### config.mk
export PLATFORM = sky130hd
export DESIGN_NAME = mem_port_arbiter_flat
export DESIGN_NICKNAME = d
export VERILOG_FILES = /design/src/rtl/mem_port_arbiter_if.sv /design/src/rtl/mem_port_arbiter.sv /design/src/flat_wrapper.sv
export SDC_FILE = /design/constraint.sdc
export NUM_CORES = 1
export LEC_CHECK = 0
export CORE_ASPECT_RATIO = 0.5
export CORE_MARGIN = 1.5
export CORE_UTILIZATION = 39
export DETAILED_ROUTE_END_ITERATION = 6
export PLACE_DENSITY = 0.94
export SYNTH_ARGS = -nofsm -noshare
export SYNTH_HDL_FRONTEND = slang
export SYNTH_SLANG_ARGS = --single-unit
### constraint.sdc
create_clock -name clk -period 2.4 [get_ports clk]
set_input_delay 0.36 -clock clk [delete_from_list [all_inputs] [get_ports clk]]
set_output_delay 0.36 -clock clk [all_outputs]
set_load 0.005 [all_outputs]
### src/rtl/mem_port_arbiter_if.sv
// Secondary bus master handshake (DMA / UART loader) into the RAM arbiter.
// master = the requester, slave = mem_port_arbiter.
interface mem_port_arbiter_if;
    logic        iDmaReq;
    logic        iDmaWe;
    logic [31:0] iDmaAddr;
    logic [31:0] iDmaWData;
    logic        oDmaAck;
    logic        oDmaErr;
    logic [31:0] oDmaRData;
    logic        oDmaStarve;

    modport master (
        output iDmaReq, iDmaWe, iDmaAddr, iDmaWData,
        input  oDmaAck, oDmaErr, oDmaRData, oDmaStarve
    );

    modport slave (
        input  iDmaReq, iDmaWe, iDmaAddr, iDmaWData,
        output oDmaAck, oDmaErr, oDmaRData, oDmaStarve
    );
endinterface

### src/rtl/mem_port_arbiter.sv
// Single-port data RAM arbiter: the non-stallable core owns the RAM whenever
// it touches the RAM window; the secondary master is served through a
// registered req/ack handshake in the cycles the core leaves free.
module mem_port_arbiter #(
    parameter int ADDR_W       = 8,
    parameter int STARVE_LIMIT = 16
) (
    input  logic              clk,
    input  logic              reset,
    input  logic [31:0]       iCpuAddr,
    input  logic              iCpuRead,
    input  logic              iCpuWrite,
    input  logic [31:0]       iCpuWData,
    output logic [31:0]       oCpuRData,
    mem_port_arbiter_if.slave dma,
    output logic [ADDR_W-1:0] oRamAddr,
    output logic              oRamWe,
    output logic [31:0]       oRamWData,
    input  logic [31:0]       iRamRData
);
    localparam logic [7:0] LIMIT = 8'(STARVE_LIMIT);

    typedef enum logic [1:0] {
        IDLE = 2'd0,
        PEND = 2'd1,
        DONE = 2'd2
    } state_t;

    state_t            state;
    logic              latchWe;
    logic              latchInWin;
    logic [ADDR_W-1:0] latchIdx;
    logic [31:0]       latchWData;
    logic [7:0]        starveCnt;

    logic              cpuInWin;
    logic              reqInWin;
    logic              cpuOwn;
    logic              dmaGrant;
    logic [ADDR_W-1:0] cpuIdx;
    logic [ADDR_W-1:0] reqIdx;
    logic [1:0]        unusedAddrBits;

    // Byte-lane bits are irrelevant for a word-wide RAM.
    assign unusedAddrBits = iCpuAddr[1:0] ^ dma.iDmaAddr[1:0];

    assign cpuInWin = (iCpuAddr[31:ADDR_W+2] == '0);
    assign reqInWin = (dma.iDmaAddr[31:ADDR_W+2] == '0);
    assign cpuIdx   = iCpuAddr[ADDR_W+1:2];
    assign reqIdx   = dma.iDmaAddr[ADDR_W+1:2];

    // Read and write together is treated as a write by the RAM (oRamWe = iCpuWrite).
    assign cpuOwn   = cpuInWin & (iCpuRead | iCpuWrite);
    assign dmaGrant = (state == PEND) & ~cpuOwn;

    // RAM port mux: core first, then a granted secondary access, else parked on the core address.
    always_comb begin
        oRamAddr  = cpuIdx;
        oRamWe    = 1'b0;
        oRamWData = iCpuWData;
        if (cpuOwn) begin
            oRamWe = iCpuWrite;
        end else if (dmaGrant) begin
            oRamAddr  = latchIdx;
            oRamWe    = latchWe & latchInWin;
            oRamWData = latchWData;
        end
    end

    // Core read data is gated so the top-level peripheral mux can OR sources together.
    assign oCpuRData = cpuOwn ? iRamRData : 32'd0;

    // Handshake FSM with registered ack/err/rdata/starve outputs.
    always_ff @(posedge clk or negedge reset) begin
        if (!reset) begin
            state          <= IDLE;
            latchWe        <= 1'b0;
            latchInWin     <= 1'b1;
            latchIdx       <= '0;
            latchWData     <= 32'd0;
            starveCnt      <= 8'd0;
            dma.oDmaAck    <= 1'b0;
            dma.oDmaErr    <= 1'b0;
            dma.oDmaRData  <= 32'd0;
            dma.oDmaStarve <= 1'b0;
        end else begin
            case (state)
                IDLE: begin
                    dma.oDmaAck <= 1'b0;
                    dma.oDmaErr <= 1'b0;
                    if (dma.iDmaReq) begin
                        // Freeze the request; later changes on iDma* are ignored.
                        latchWe        <= dma.iDmaWe;
                        latchInWin     <= reqInWin;
                        latchIdx       <= reqIdx;
                        latchWData     <= dma.iDmaWData;
                        starveCnt      <= 8'd0;
                        dma.oDmaStarve <= 1'b0;
                        state          <= PEND;
                    end
                end
                PEND: begin
                    if (!cpuOwn) begin
                        if (latchInWin) begin
                            if (!latchWe) begin
                                dma.oDmaRData <= iRamRData;
                            end
                            dma.oDmaErr <= 1'b0;
                        end else begin
                            dma.oDmaRData <= 32'd0;
                            dma.oDmaErr   <= 1'b1;
                        end
                        dma.oDmaAck <= 1'b1;
                        state       <= DONE;
                    end else if (starveCnt != LIMIT) begin
                        // Saturating blocked-cycle count; the flag is status only.
                        starveCnt      <= starveCnt + 8'd1;
                        dma.oDmaStarve <= ((starveCnt + 8'd1) == LIMIT);
                    end
                end
                DONE: begin
                    dma.oDmaAck <= 1'b0;
                    dma.oDmaErr <= 1'b0;
                    state       <= IDLE;
                end
                default: begin
                    state <= IDLE;
                end
            endcase
        end
    end
endmodule

### src/flat_wrapper.sv
// flat-port wrapper written by rule: the top's interface ports become plain ports
module mem_port_arbiter_flat 
#(
    parameter int ADDR_W       = 8,
    parameter int STARVE_LIMIT = 16
)
  (clk, reset, iCpuAddr, iCpuRead, iCpuWrite, iCpuWData, oCpuRData, oRamAddr, oRamWe, oRamWData, iRamRData, dma_iDmaReq, dma_iDmaWe, dma_iDmaAddr, dma_iDmaWData, dma_oDmaAck, dma_oDmaErr, dma_oDmaRData, dma_oDmaStarve);
  mem_port_arbiter_if dma_i ();
  input  logic clk;
  input  logic reset;
  input  logic [31:0] iCpuAddr;
  input  logic iCpuRead;
  input  logic iCpuWrite;
  input  logic [31:0] iCpuWData;
  output logic [31:0] oCpuRData;
  output logic [ADDR_W-1:0] oRamAddr;
  output logic oRamWe;
  output logic [31:0] oRamWData;
  input  logic [31:0] iRamRData;
  input wire logic [$bits(dma_i.iDmaReq)-1:0] dma_iDmaReq;
  input wire logic [$bits(dma_i.iDmaWe)-1:0] dma_iDmaWe;
  input wire logic [$bits(dma_i.iDmaAddr)-1:0] dma_iDmaAddr;
  input wire logic [$bits(dma_i.iDmaWData)-1:0] dma_iDmaWData;
  output wire logic [$bits(dma_i.oDmaAck)-1:0] dma_oDmaAck;
  output wire logic [$bits(dma_i.oDmaErr)-1:0] dma_oDmaErr;
  output wire logic [$bits(dma_i.oDmaRData)-1:0] dma_oDmaRData;
  output wire logic [$bits(dma_i.oDmaStarve)-1:0] dma_oDmaStarve;
  assign dma_i.iDmaReq = dma_iDmaReq;
  assign dma_i.iDmaWe = dma_iDmaWe;
  assign dma_i.iDmaAddr = dma_iDmaAddr;
  assign dma_i.iDmaWData = dma_iDmaWData;
  assign dma_oDmaAck = dma_i.oDmaAck;
  assign dma_oDmaErr = dma_i.oDmaErr;
  assign dma_oDmaRData = dma_i.oDmaRData;
  assign dma_oDmaStarve = dma_i.oDmaStarve;
  mem_port_arbiter #(.ADDR_W(ADDR_W), .STARVE_LIMIT(STARVE_LIMIT)) u_core (.clk(clk), .reset(reset), .iCpuAddr(iCpuAddr), .iCpuRead(iCpuRead), .iCpuWrite(iCpuWrite), .iCpuWData(iCpuWData), .oCpuRData(oCpuRData), .dma(dma_i), .oRamAddr(oRamAddr), .oRamWe(oRamWe), .oRamWData(oRamWData), .iRamRData(iRamRData));
endmodule
## Word level (Yosys, flattened, before mapping)

Index checks and enable logic that the tools add are counted.

| word-level totals | value |
|---|---|
| bits in registers | 87 |
| output and inout bits | 108 |
| input bits | 166 |
| word-level logic and storage cells | 61 |

| cells by class | value |
|---|---|
| reductions and logical operators | 11 |
| bitwise logic cells | 5 |
| $add $sub $neg | 1 |
| multiplexer cells | 25 |
| equality and inequality tests | 9 |

Operators by type and width:

| kind | number |
|---|---|
| $mux 32 | 5 |
| $logic_not 22->1 | 2 |
| $mux 8 | 5 |
| $pmux 8 s2 | 1 |
| $add 8x1->8 const B | 1 |
| $eq 8x5->1 const B | 1 |
| $mux 1 | 8 |
| $ne 2x2->1 const B | 4 |
| $ne 8x5->1 const B | 1 |
| $pmux 1 s2 | 3 |
| $reduce_and 2->1 | 3 |
| $mux 2 | 2 |
| $pmux 2 s2 | 1 |
| $reduce_and 4->1 | 1 |
| $reduce_bool 2->1 | 2 |
| $and 1x1->1 | 3 |
| $reduce_and 3->1 | 1 |
| $eq 2x1->1 const B | 1 |
| $eq 2x2->1 const B | 1 |
| $logic_not 2->1 | 1 |
| $ne 2x1->1 const B | 1 |
| $reduce_or 2->1 | 1 |
| $not 1->1 | 1 |
| $or 1x1->1 | 1 |

## Depth between registers and ports, before layout

Gate-level depths: netlist (run 1).

| logic depth | value |
|---|---|
| word-level depth | 6 |
| gate-level depth with buffers | 7 |

## Worst setup path after synthesis (run 1)

Ideal clock, no wire load.

| timing | value |
|---|---|
| kind | in2out |
| start point | input port iCpuAddr[13] |
| end point | output port oRamWData[15] |
| data arrival time | 1.719 ns |
| cell stages on the path | 5 |
| path buffers | 1 |
| required time | 2.040 ns |
| slack | 0.321 ns |
| path through | nor4_1 nand4_1 o21ai_2 buf_2 mux2_1 |

| on the way | value |
|---|---|
| word-level cells in the longest chain between the ends | 6 |

RTL lines:

| item | line | RTL |
|---|---|---|
| start, declared | flat_wrapper.sv:11 | `input logic [31:0] iCpuAddr;` |
| $logic_not 22->1 * | mem_port_arbiter.sv:47 | `assign cpuInWin = (iCpuAddr[31:ADDR_W+2] == '0);` |
| $and 1x1->1 * | mem_port_arbiter.sv:53 | `assign cpuOwn = cpuInWin & (iCpuRead \| iCpuWrite);` |
| $not 1->1 (no line) | - |  |
| $and 1x1->1 | mem_port_arbiter.sv:54 | `assign dmaGrant = (state == PEND) & ~cpuOwn;` |
| $mux 32 | mem_port_arbiter.sv:63 | `end else if (dmaGrant) begin` |
| $mux 32 * | mem_port_arbiter.sv:61 | `if (cpuOwn) begin` |
| end, declared | flat_wrapper.sv:18 | `output logic [31:0] oRamWData;` |

Every way passes the cells marked *; elsewhere a longest branch is shown, timed or not.

## Worst setup path in the final report (run 1)

| timing | value |
|---|---|
| start point | register u_core.state[0] |
| end point | output port oRamWData[22] |

| on the way | value |
|---|---|
| word-level cells in the longest chain between the ends | 4 |

RTL lines:

| item | line | RTL |
|---|---|---|
| start, declared | mem_port_arbiter.sv:29 | `state_t state;` |
| start signal, assigned | mem_port_arbiter.sv:76 | `state <= IDLE;` |
| start signal, assigned | mem_port_arbiter.sv:99 | `state <= PEND;` |
| start signal, assigned | mem_port_arbiter.sv:114 | `state <= DONE;` |
| $eq 2x1->1 | mem_port_arbiter.sv:54 |  |
| $and 1x1->1 | mem_port_arbiter.sv:54 |  |
| $mux 32 | mem_port_arbiter.sv:63 |  |
| $mux 32 | mem_port_arbiter.sv:61 |  |

No other way between the ends.

==> results of run 1 <==
-- through the flow --
| step | TNS, ps | cell area [um^2] | utilization, % |
|---|---|---|---|
| 3_3_place_gp | -44880 | 7660 | 64.7 |
| 3_5_place_dp | -48220 | 7660 | 64.7 |
| 2_1_floorplan | 0 | 4750 | - |
| 6_report | -3150 | 8350 | 70.5 |
| 5_1_grt | -3490 | 8350 | 70.5 |
| 4_1_cts | -1870 | 8380 | 70.7 |
-- layout make-up --
type                            count  area (um^2)  share of cell area, %
Clock inverter                      6         68.8                  0.824
Clock buffer                       10          239                   2.86
Sequential cell                    87         2180                   26.1
Tap cell                          165          206                   2.47
Inverter                            4         15.0                  0.180
Multi-Input combinational cell    420         2590                   31.0
Timing Repair Buffer              312         3050                   36.5
-- report_power, final --
part | leakage (nW) | total [mW] | switching, mW | internal, mW
registers | 1.14 | 2.18 | 0.324 | 1.86
clock network | 0.137 | 1.47 | 0.631 | 0.839
logic | 2.57 | 3.45 | 1.60 | 1.85
-- Yosys cell counts (3+ instances only) --
cell / count / share of area [%]
ha_1: 3 / 0.79
buf_2: 10 / 1.1
inv_1: 4 / 0.32
nor3_1: 3 / 0.32
buf_4: 4 / 0.63
mux2_1: 12 / 2.8
o311ai_1: 14 / 2.6
nand2_1: 234 / 19
o211ai_1: 4 / 0.63
dfrtp_1: 86 / 45
nor3b_1: 4 / 0.63
o21ai_0: 7 / 0.74
mux2_2: 29 / 6.9
and2_1: 35 / 4.6
clkbuf_1: 26 / 2.1
nand2b_1: 3 / 0.40
o311ai_0: 17 / 3.1
a221o_1: 4 / 0.84
nand3_1: 9 / 0.95
nor2_1: 6 / 0.47
nor4_1: 12 / 1.6
-- state kept, by name, indices dropped and copies added, names as in the netlist --
signal and cells:
u_core.latchInWin 1, u_core.dma.oDmaErr 1, u_core.dma.oDmaAck 1, u_core.latchWData 32, u_core.dma.oDmaStarve 1, u_core.latchWe 1
u_core.starveCnt 8, u_core.dma.oDmaRData 32, u_core.state 2, u_core.latchIdx 8
-- cells by family (layout without fill, tap and decap cells) --
family | Yosys count | count (layout) | synth area share [%]
adders and majority gates | 3 | 3 | 0.791
and+or+nand+nor | 314 | 314 | 28.7
muxes | 42 | 42 | 9.94
AOI/OAI and AO/OA | 61 | 61 | 10.4
DFF | 87 | 87 | 45.9
buffers and inverters | 45 | 332 | 4.30
-- path summary, 6_finish.rpt --
kind,slack [ps],cells after the start,from,end
setup reg to reg,10,8,u_core.state[0],u_core.dma.oDmaRData[12]
min in group clk,480,2,u_core.dma.oDmaAck,u_core.dma.oDmaAck
hold reg to reg,480,2,u_core.dma.oDmaAck,u_core.dma.oDmaAck
setup / recovery,-140,7,u_core.state[0],oRamWData[22]
hold / removal,10,1,reset,u_core.starveCnt[1]
max in group asynchronous,1720,2,reset,u_core.latchInWin
-- worst max-delay path, stage by stage, from the launching register on --
cell and delay [ps]:
dfrtp_1 400, nor2b_1 440, o21ai_4 120, buf_6 150, buf_8 130, buf_16 150, mux2_4 310, buf_6 120
-- repair_timing --
| item | CTS | global route |
|---|---|---|
| setup endpoints to repair | 74 | 93 |
| buffers inserted | 21 | 6 |
| pin swaps | 10 | 10 |
| resized for setup | 398 | 55 |
| hold buffers | 0 | 0 |
| endpoints found under the hold margin | 0 | 0 |
| gates cloned | 5 | 0 |
-- per-layer routing --
layer	wire length [um]	vias up
li1	-	2440
met1	8000	2735
met2	10600	316
met3	1300	77
met4	833	0
met5	0	-
==> impl_metrics.py, run 1 <==
metrics = {
    "outcome": {
        "outcome": "finished, violations left",
        "failed_checks": "setup timing",
    },
    "cells_and_area": {
        "layout_commonest_cell": "nand2_1",
        "fill_cells": 858,
        "fin_cells": 1004,
        "syn_to_final_growth_pct": 75.8,
        "final_nets": 1003,
        "antennaDiodeCount": 0,
        "drive_above_1_share_pct": 23.4,
        "final_cell_mix": "nand2_1 (234), clkdlybuf4s50_1 (171), dfrtp_1 (86)",
    },
    "synth": {
        "yosysUniqueCellTypes": 43,
        "synth-seq-cells": 87,
        "synth_nets": 721,
        "synth_ff_type": "dfrtp_1",
        "yosys_warnings": 0,
        "async_flop_share_pct": 100,
        "synth_area_um2": 4750,
        "syn_avg_cell_area_um2": 8.60,
        "ys_seq_area_share_pct": 45.9,
        "synth-edff-count": 0,
        "syn_inst": 552,
    },
    "place": {
        "dp_slack_ps": -572,
        "dpl.hpwl_um": 12600,
        "gp_congestion": 0.869,
        "dp_cells": 965,
        "port-buffer-count": 269,
    },
    "route": {
        "viasPerCell": 5.55,
        "routed_wl_um": 20700,
        "num_vias": 5568,
        "drtIter0Drc": 495,
        "drc": 0,
        "drt-wirelength-per-cell_um": 20.7,
        "firstDrtPassIters": 5,
        "postRouteAntennaNets": 0,
    },
    "die": {
        "start_util_pct": 40.1,
        "coreArea_um2": 11800,
        "die_h_um": 81.0,
        "die_area_um2": 12900,
        "io_pins": 274,
        "die_w_um": 159,
        "row_count": 28,
    },
    "clocking": {
        "clk_pin_slew_ps": 70,
        "h-tree-depth": 3,
        "clk_latency_ps": 350,
        "clockBufferDepth": 2,
        "root_buffer": "clkbuf_16",
        "cts_sinks": 87,
        "cts_made_buffers": 9,
        "cts_tree": "built",
    },
    "worst_setup_path": {
        "worst-setup-path-type": "flip-flop to output pin",
        "end_kind": "output pin",
        "arrival_ps": 2180,
        "required_ps": 2040,
        "setup.worst_path.start_class": "flip-flop",
        "critPathMaxFanout": 8,
    },
    "global_route": {
        "grt.busiest_layer": "met2",
        "grt_antenna_before_repair": 0,
        "grt_pass1_wl_um": 30400,
        "grt_max_degree": 68,
        "gr-usage-met3_pct": 6.28,
        "grt_pass1_vias": 5649,
        "overflow": 0,
        "met1_usage_pct": 36.0,
        "track_usage_pct": 30.9,
        "grtUsageMet2_pct": 55.0,
    },
    "sta": {
        "fin_hold_ws_ps": 9.57,
        "max_slew.worst_pin.slew_ps": 611,
        "skew_ps": 8.09,
        "finalSetupViolCount": 36,
        "slew_headroom_pct": 59.3,
        "rsz0062_at_grt": "yes",
        "min_period_ps": 2540,
        "hold_viol": 0,
        "slew_viol_final": 0,
        "period_share_pct": 106,
        "fmax_mhz": 394,
        "fin_ws_ps": -136,
    },
    "power_and_ir_drop": {
        "total_power_mw": 7.10,
        "power-per-cell-area_nw_per_um2": 851,
        "p_leak_nw": 3.84,
        "ir_worst_vdd_v": 0.000591,
    },
    "job": {
        "drv_cap": 0,
    },
    "worst_hold_path": {
        "hold_class": "input port to asynchronous set/reset pin",
    },
}
No activity file was read; power rests on OpenSTA's default activity.
==> run 2: changes to the inputs <==
--- a/config.mk
+++ b/config.mk
@@ -10,6 +10,7 @@
 export CORE_UTILIZATION = 39
 export DETAILED_ROUTE_END_ITERATION = 6
 export PLACE_DENSITY = 0.94
+export REMOVE_ABC_BUFFERS = 1
 export SYNTH_ARGS = -nofsm -noshare
 export SYNTH_HDL_FRONTEND = slang
 export SYNTH_SLANG_ARGS = --single-unit
==> run 2 against run 1 <==
Critical endpoint unchanged; core utilization grew 0.68 points; register-to-register slack improved by 190 ps; critical path type is now input port to output pin; largest cell class unchanged; sequential share of layout area fell by 0.25 points; the flow still finishes with violations (setup timing); final cell count grew 0.30%; combinational power shrank 5%; total power is 1.7% lower; count of clock-buffer cells in the layout fell by 1; fmax decreased by 0.47%; non-clock buffer count up 3.
==> impl_metrics.py, run 2 (synthesis gave the netlist of run 1 again) <==
metrics = {
    "outcome": {
        "outcome": "finished, violations left",
        "failed_checks": "setup timing",
    },
    "die": {
        "start_util_pct": 40.1,
        "die_w_um": 159,
        "die_h_um": 81.0,
        "coreArea_um2": 11800,
        "row_count": 28,
        "io_pins": 274,
        "die_area_um2": 12900,
    },
    "route": {
        "routed_wl_um": 20400,
        "firstDrtPassIters": 6,
        "drc": 0,
        "viasPerCell": 5.57,
        "drt-wirelength-per-cell_um": 20.2,
        "drtIter0Drc": 707,
        "postRouteAntennaNets": 0,
        "num_vias": 5608,
    },
    "worst_hold_path": {
        "hold_class": "input port to asynchronous set/reset pin",
    },
    "power_and_ir_drop": {
        "total_power_mw": 6.98,
        "swShare_pct": 35.2,
        "pwr-share-clk_pct": 22.2,
        "p_int_mw": 4.53,
        "power-per-cell-area_nw_per_um2": 828,
        "switchingPower_mw": 2.46,
        "combinationalPowerShare_pct": 46.9,
        "p_leak_nw": 3.91,
        "p_seq_share_pct": 30.9,
        "ir_worst_vdd_v": 0.000539,
    },
    "sta": {
        "rsz0062_at_grt": "yes",
        "hold_viol": 0,
        "slew_viol_final": 0,
        "slew_headroom_pct": 51.3,
        "max_slew.worst_pin.slew_ps": 731,
        "finalSetupTns_ps": -4840,
        "fin_hold_ws_ps": 76.8,
        "skew_ps": 9.46,
        "fin_ws_ps": -148,
        "period_share_pct": 106,
        "finalSetupViolCount": 71,
        "fmax_mhz": 393,
        "min_period_ps": 2550,
    },
    "clocking": {
        "clockBufferDepth": 2,
        "hold_buffers": 0,
        "cts_made_buffers": 9,
        "cts_sinks": 87,
        "root_buffer": "clkbuf_16",
        "clk_latency_ps": 340,
        "cts_tree": "built",
        "clk_pin_slew_ps": 70,
        "h-tree-depth": 3,
    },
    "cells_and_area": {
        "fin_cells": 1007,
        "drive_above_1_share_pct": 20.2,
        "antennaDiodeCount": 0,
        "final_nets": 1006,
        "syn_to_final_growth_pct": 77.5,
        "layout_commonest_cell": "nand2_1",
        "final_cell_mix": "nand2_1 (234), clkdlybuf4s50_1 (171), dfrtp_1 (86)",
        "largestRegisters": "u_core.dma.oDmaRData x32, u_core.latchWData x32",
    },
    "worst_setup_path": {
        "rr_endpoint": "u_core.dma.oDmaRData[6]",
        "ff2ff_path_depth": 8,
        "worst-setup-path-type": "input port to output pin",
        "r2r-start": "u_core.state[1]",
        "reg2reg_slack_ps": 200,
        "end_kind": "output pin",
        "crit_buf_inv": 6,
        "slowest_stage": "mux2_4",
        "critPathMaxFanout": 6,
        "critPathMaxStageDelay_ps": 320,
        "critical-path-top-delay-family": "buffers and inverters",
        "setup.worst_path.start_class": "input port",
        "arrival_ps": 2190,
        "worstPathCellList": "clkdlybuf4s15_1, nor4_4, nand4_1, buf_4, o21ai_4, buf_12, buf_8, buf_16, mux2_4, buf_6",
        "required_ps": 2040,
    },
    "place": {
        "dpl.hpwl_um": 12600,
        "gp_congestion": 0.856,
        "port-buffer-count": 269,
        "dp_cells": 964,
    },
    "global_route": {
        "grt_pass1_vias": 5362,
        "track_usage_pct": 28.2,
        "grt_pass1_wl_um": 28100,
        "overflow": 0,
        "grt_max_degree": 67,
        "grt_antenna_before_repair": 0,
    },
    "job": {
        "drv_cap": 0,
    },
}
[run 2: metrics by stage]
stage               cell area, um^2  setup slack, ps  util [%]
floorplan                      4560            -1630         -
global placement               7660             -578      64.7
detailed placement             7660             -581      64.7
CTS                            8220            -60.7      69.4
global route                   8430             -165      71.2
finish                         8430             -148      71.2
[run 2: routing by layer]
metal	part of all wire, %	vias up	wire length (um)	track usage, %
met5	0	-	0	0
met4	5.4	0	1100	13.5
met3	8.0	98	1640	7.05
met2	50	368	10300	49.8
met1	36	2683	7360	33.1
li1	-	2459	-	-
[run 2: worst max-delay path by stage]
stage          slack (ps)    startpoint  cells after the start            end
6_report             -150  iCpuAddr[31]                     10  oRamWData[22]
5_1_grt              -160  iCpuAddr[31]                     10  oRamWData[22]
4_1_cts               -60  iCpuAddr[26]                     11   oRamWData[7]
3_5_place_dp         -580  iCpuAddr[18]                      7  oRamWData[21]
3_3_place_gp         -580  iCpuAddr[31]                      7   oRamWData[7]
2_1_floorplan       -1630  iCpuAddr[13]                      4    oRamAddr[0]
[run 2: what timing repair did]
item,CTS,global route
resized for setup,283,69
setup endpoints to repair,73,95
gates cloned,5,0
pin swaps,10,8
buffers inserted,24,1
[run 2: area by class of cell]
cell class                      count  area, um^2
Clock buffer                        9         225
Clock inverter                      7         103
Fill cell                         800        3410
Inverter                            4        15.0
Multi-Input combinational cell    420        2570
Sequential cell                    87        2180
Tap cell                          165         206
Timing Repair Buffer              315        3130
[run 2: worst register-to-register path: cells and delay by family, from the launching register on]
family / cells / cell delay, ps
AOI/OAI and AO/OA: 2 / 590
buffers and inverters: 5 / 790
DFF: 1 / 390
and+or+nand+nor: 1 / 300
[run 2: power groups by stage]
stage	sequential [mW]	combinational (mW)	clock, mW
2_1_floorplan	2.11	1.20	0
3_3_place_gp	2.13	2.49	0
3_5_place_dp	2.13	2.59	0
4_1_cts	2.12	2.91	1.56
5_1_grt	2.19	3.48	1.64
6_report	2.16	3.27	1.55
==> run 3: changes to the inputs <==
--- a/config.mk
+++ b/config.mk
@@ -6,7 +6,6 @@
 export NUM_CORES = 1
 export LEC_CHECK = 0
 export CORE_ASPECT_RATIO = 0.5
-export CORE_MARGIN = 1.5
 export CORE_UTILIZATION = 39
 export DETAILED_ROUTE_END_ITERATION = 6
 export PLACE_DENSITY = 0.94
==> run 3 against run 2 <==
The run still ends with setup timing left; first-iteration DRC count down 30%; design area shrank 1.1%; via count decreased by 1.2%; critical path depth grew 1; count of clock-buffer cells in the layout grew 1; setup slack gained 46 ps; clock skew fell by 3.7 ps; sequential share of layout area is 0.29 points higher; flip-flop and latch count unchanged; largest cell class unchanged.
==> impl_metrics.py, run 3 (synthesis gave the netlist of run 1 again) <==
metrics = {
    "outcome": {
        "outcome": "finished, violations left",
        "failed_checks": "setup timing",
    },
    "clocking": {
        "hold_buffers": 0,
        "cts_made_buffers": 9,
        "root_buffer": "clkbuf_16",
        "cts_tree": "built",
        "clk_latency_ps": 340,
        "clk_pin_slew_ps": 70,
        "h-tree-depth": 3,
        "cts_sinks": 87,
        "clockBufferDepth": 2,
    },
    "global_route": {
        "track_usage_pct": 29.8,
        "overflow": 0,
        "grt_antenna_before_repair": 0,
        "grt_pass1_vias": 5282,
        "grt_pass1_wl_um": 28100,
        "grt_max_degree": 53,
    },
    "worst_setup_path": {
        "required_ps": 2040,
        "reg2reg_slack_ps": 140,
        "arrival_ps": 2140,
        "slowest_stage": "mux2_4",
        "worst-setup-path-type": "input port to output pin",
        "critPathMaxFanout": 6,
        "end_kind": "output pin",
        "critPathMaxStageDelay_ps": 290,
        "crit_buf_inv": 7,
        "critical-path-top-delay-family": "buffers and inverters",
        "setup.worst_path.start_class": "input port",
        "worstPathCellList": "buf_8, nor4_4, nand4_1, buf_4, o21ai_4, buf_12, buf_8, buf_16, buf_6, mux2_4, buf_6",
    },
    "sta": {
        "finalSetupViolCount": 28,
        "hold_viol": 0,
        "slew_headroom_pct": 52.1,
        "skew_ps": 5.79,
        "period_share_pct": 104,
        "fmax_mhz": 400,
        "rsz0062_at_grt": "yes",
        "max_slew.worst_pin.slew_ps": 711,
        "fin_hold_ws_ps": 52.3,
        "slew_viol_final": 0,
        "min_period_ps": 2500,
        "fin_ws_ps": -102,
    },
    "worst_hold_path": {
        "hold_class": "input port to asynchronous set/reset pin",
    },
    "power_and_ir_drop": {
        "total_power_mw": 7.14,
        "ir_worst_vdd_v": 0.000530,
        "p_seq_share_pct": 30.6,
        "power-per-cell-area_nw_per_um2": 857,
        "p_int_mw": 4.63,
        "pwr-share-clk_pct": 21.1,
        "combinationalPowerShare_pct": 48.3,
        "swShare_pct": 35.2,
        "switchingPower_mw": 2.51,
        "p_leak_nw": 3.77,
    },
    "route": {
        "firstDrtPassIters": 5,
        "num_vias": 5542,
        "drtIter0Drc": 496,
        "routed_wl_um": 19700,
        "viasPerCell": 5.53,
        "postRouteAntennaNets": 0,
        "drc": 0,
        "drt-wirelength-per-cell_um": 19.6,
    },
    "place": {
        "gp_congestion": 0.848,
        "port-buffer-count": 269,
        "dpl.hpwl_um": 12500,
    },
    "die": {
        "coreArea_um2": 11800,
        "die_area_um2": 12600,
        "start_util_pct": 40.1,
        "die_w_um": 158,
        "row_count": 28,
        "die_h_um": 80.0,
        "io_pins": 274,
    },
    "cells_and_area": {
        "syn_to_final_growth_pct": 75.6,
        "antennaDiodeCount": 0,
        "final_nets": 1003,
        "largestRegisters": "u_core.dma.oDmaRData x32, u_core.latchWData x32",
        "drive_above_1_share_pct": 22.3,
        "layout_commonest_cell": "nand2_1",
        "final_cell_mix": "nand2_1 (234), clkdlybuf4s50_1 (171), dfrtp_1 (86)",
    },
    "job": {
        "drv_cap": 0,
    },
}
==> run 3: cell count changes in the layout (fill, tap and decap cells not counted), sizes merged <==
cell and change:
clkdlybuf4s15 +12, buf +2, inv -2, dlygate4sd2 -31, clkbuf +15
==> run 3: final timing paths <==
path / to / cells past startpoint / from
hold reg to reg: u_core.latchWData[13] / 2 / u_core.latchWData[13]
min in group clk: u_core.latchWData[13] / 2 / u_core.latchWData[13]
setup / recovery: oRamWData[21] / 11 / iCpuAddr[31]
setup reg to reg: u_core.dma.oDmaRData[4] / 9 / u_core.state[1]
hold / removal: u_core.dma.oDmaRData[11] / 1 / reset
max in group asynchronous: u_core.latchWData[0] / 2 / reset
==> run 3: timing repair <==
action	4_1_cts	5_1_grt
pin swaps	10	4
gates cloned	5	1
setup buffers	21	1
gates resized for setup	311	98
endpoints found under the setup margin	73	45
==> run 3: per-stage QoR <==
stage | setup TNS (ps) | instances | cell area [um^2] | worst slack (ps) | utilization (%)
6_report | -918 | 1003 | 8330 | -102 | 70.4
5_1_grt | -1710 | 1003 | 8330 | -129 | 70.4
4_1_cts | -430 | 1004 | 8330 | -61.7 | 70.3
3_5_place_dp | -45650 | 965 | 7680 | -629 | 64.8
3_3_place_gp | -34760 | 965 | 7680 | -507 | 64.8
2_1_floorplan | -109210 | 511 | 4560 | -1630 | -
==> run 3: metal layers <==
layer / track usage, % / wire length [um]
met1: 36.4 / 7870
met2: 49.8 / 9670
met3: 7.11 / 1330
met4: 14.3 / 802
met5: 0 / 0
==> run 3: layout make-up <==
cell class / instances / area [um^2]
Tap cell: 165 / 206
Fill cell: 807 / 3510
Sequential cell: 87 / 2180
Multi-Input combinational cell: 420 / 2570
Timing Repair Buffer: 312 / 3050
Inverter: 4 / 15.0
Clock inverter: 5 / 82.6
Clock buffer: 10 / 229
==> run 3: power groups by stage <==
| stage | Sequential [mW] | Clock, mW | Combinational [mW] |
|---|---|---|---|
| floorplan | 2.11 | 0 | 1.20 |
| global placement | 2.13 | 0 | 2.50 |
| detailed placement | 2.14 | 0 | 2.63 |
| CTS | 2.14 | 1.51 | 3.16 |
| global route | 2.21 | 1.59 | 3.65 |
| finish | 2.18 | 1.51 | 3.45 |
==> run 3: worst reg2reg max path: cells and delay by family (launching register included) <==
kind | cells | cell delay (ps)
buffers and inverters | 6 | 910
AOI/OAI and AO/OA | 2 | 520
DFF | 1 | 480
and+or+nand+nor | 1 | 220
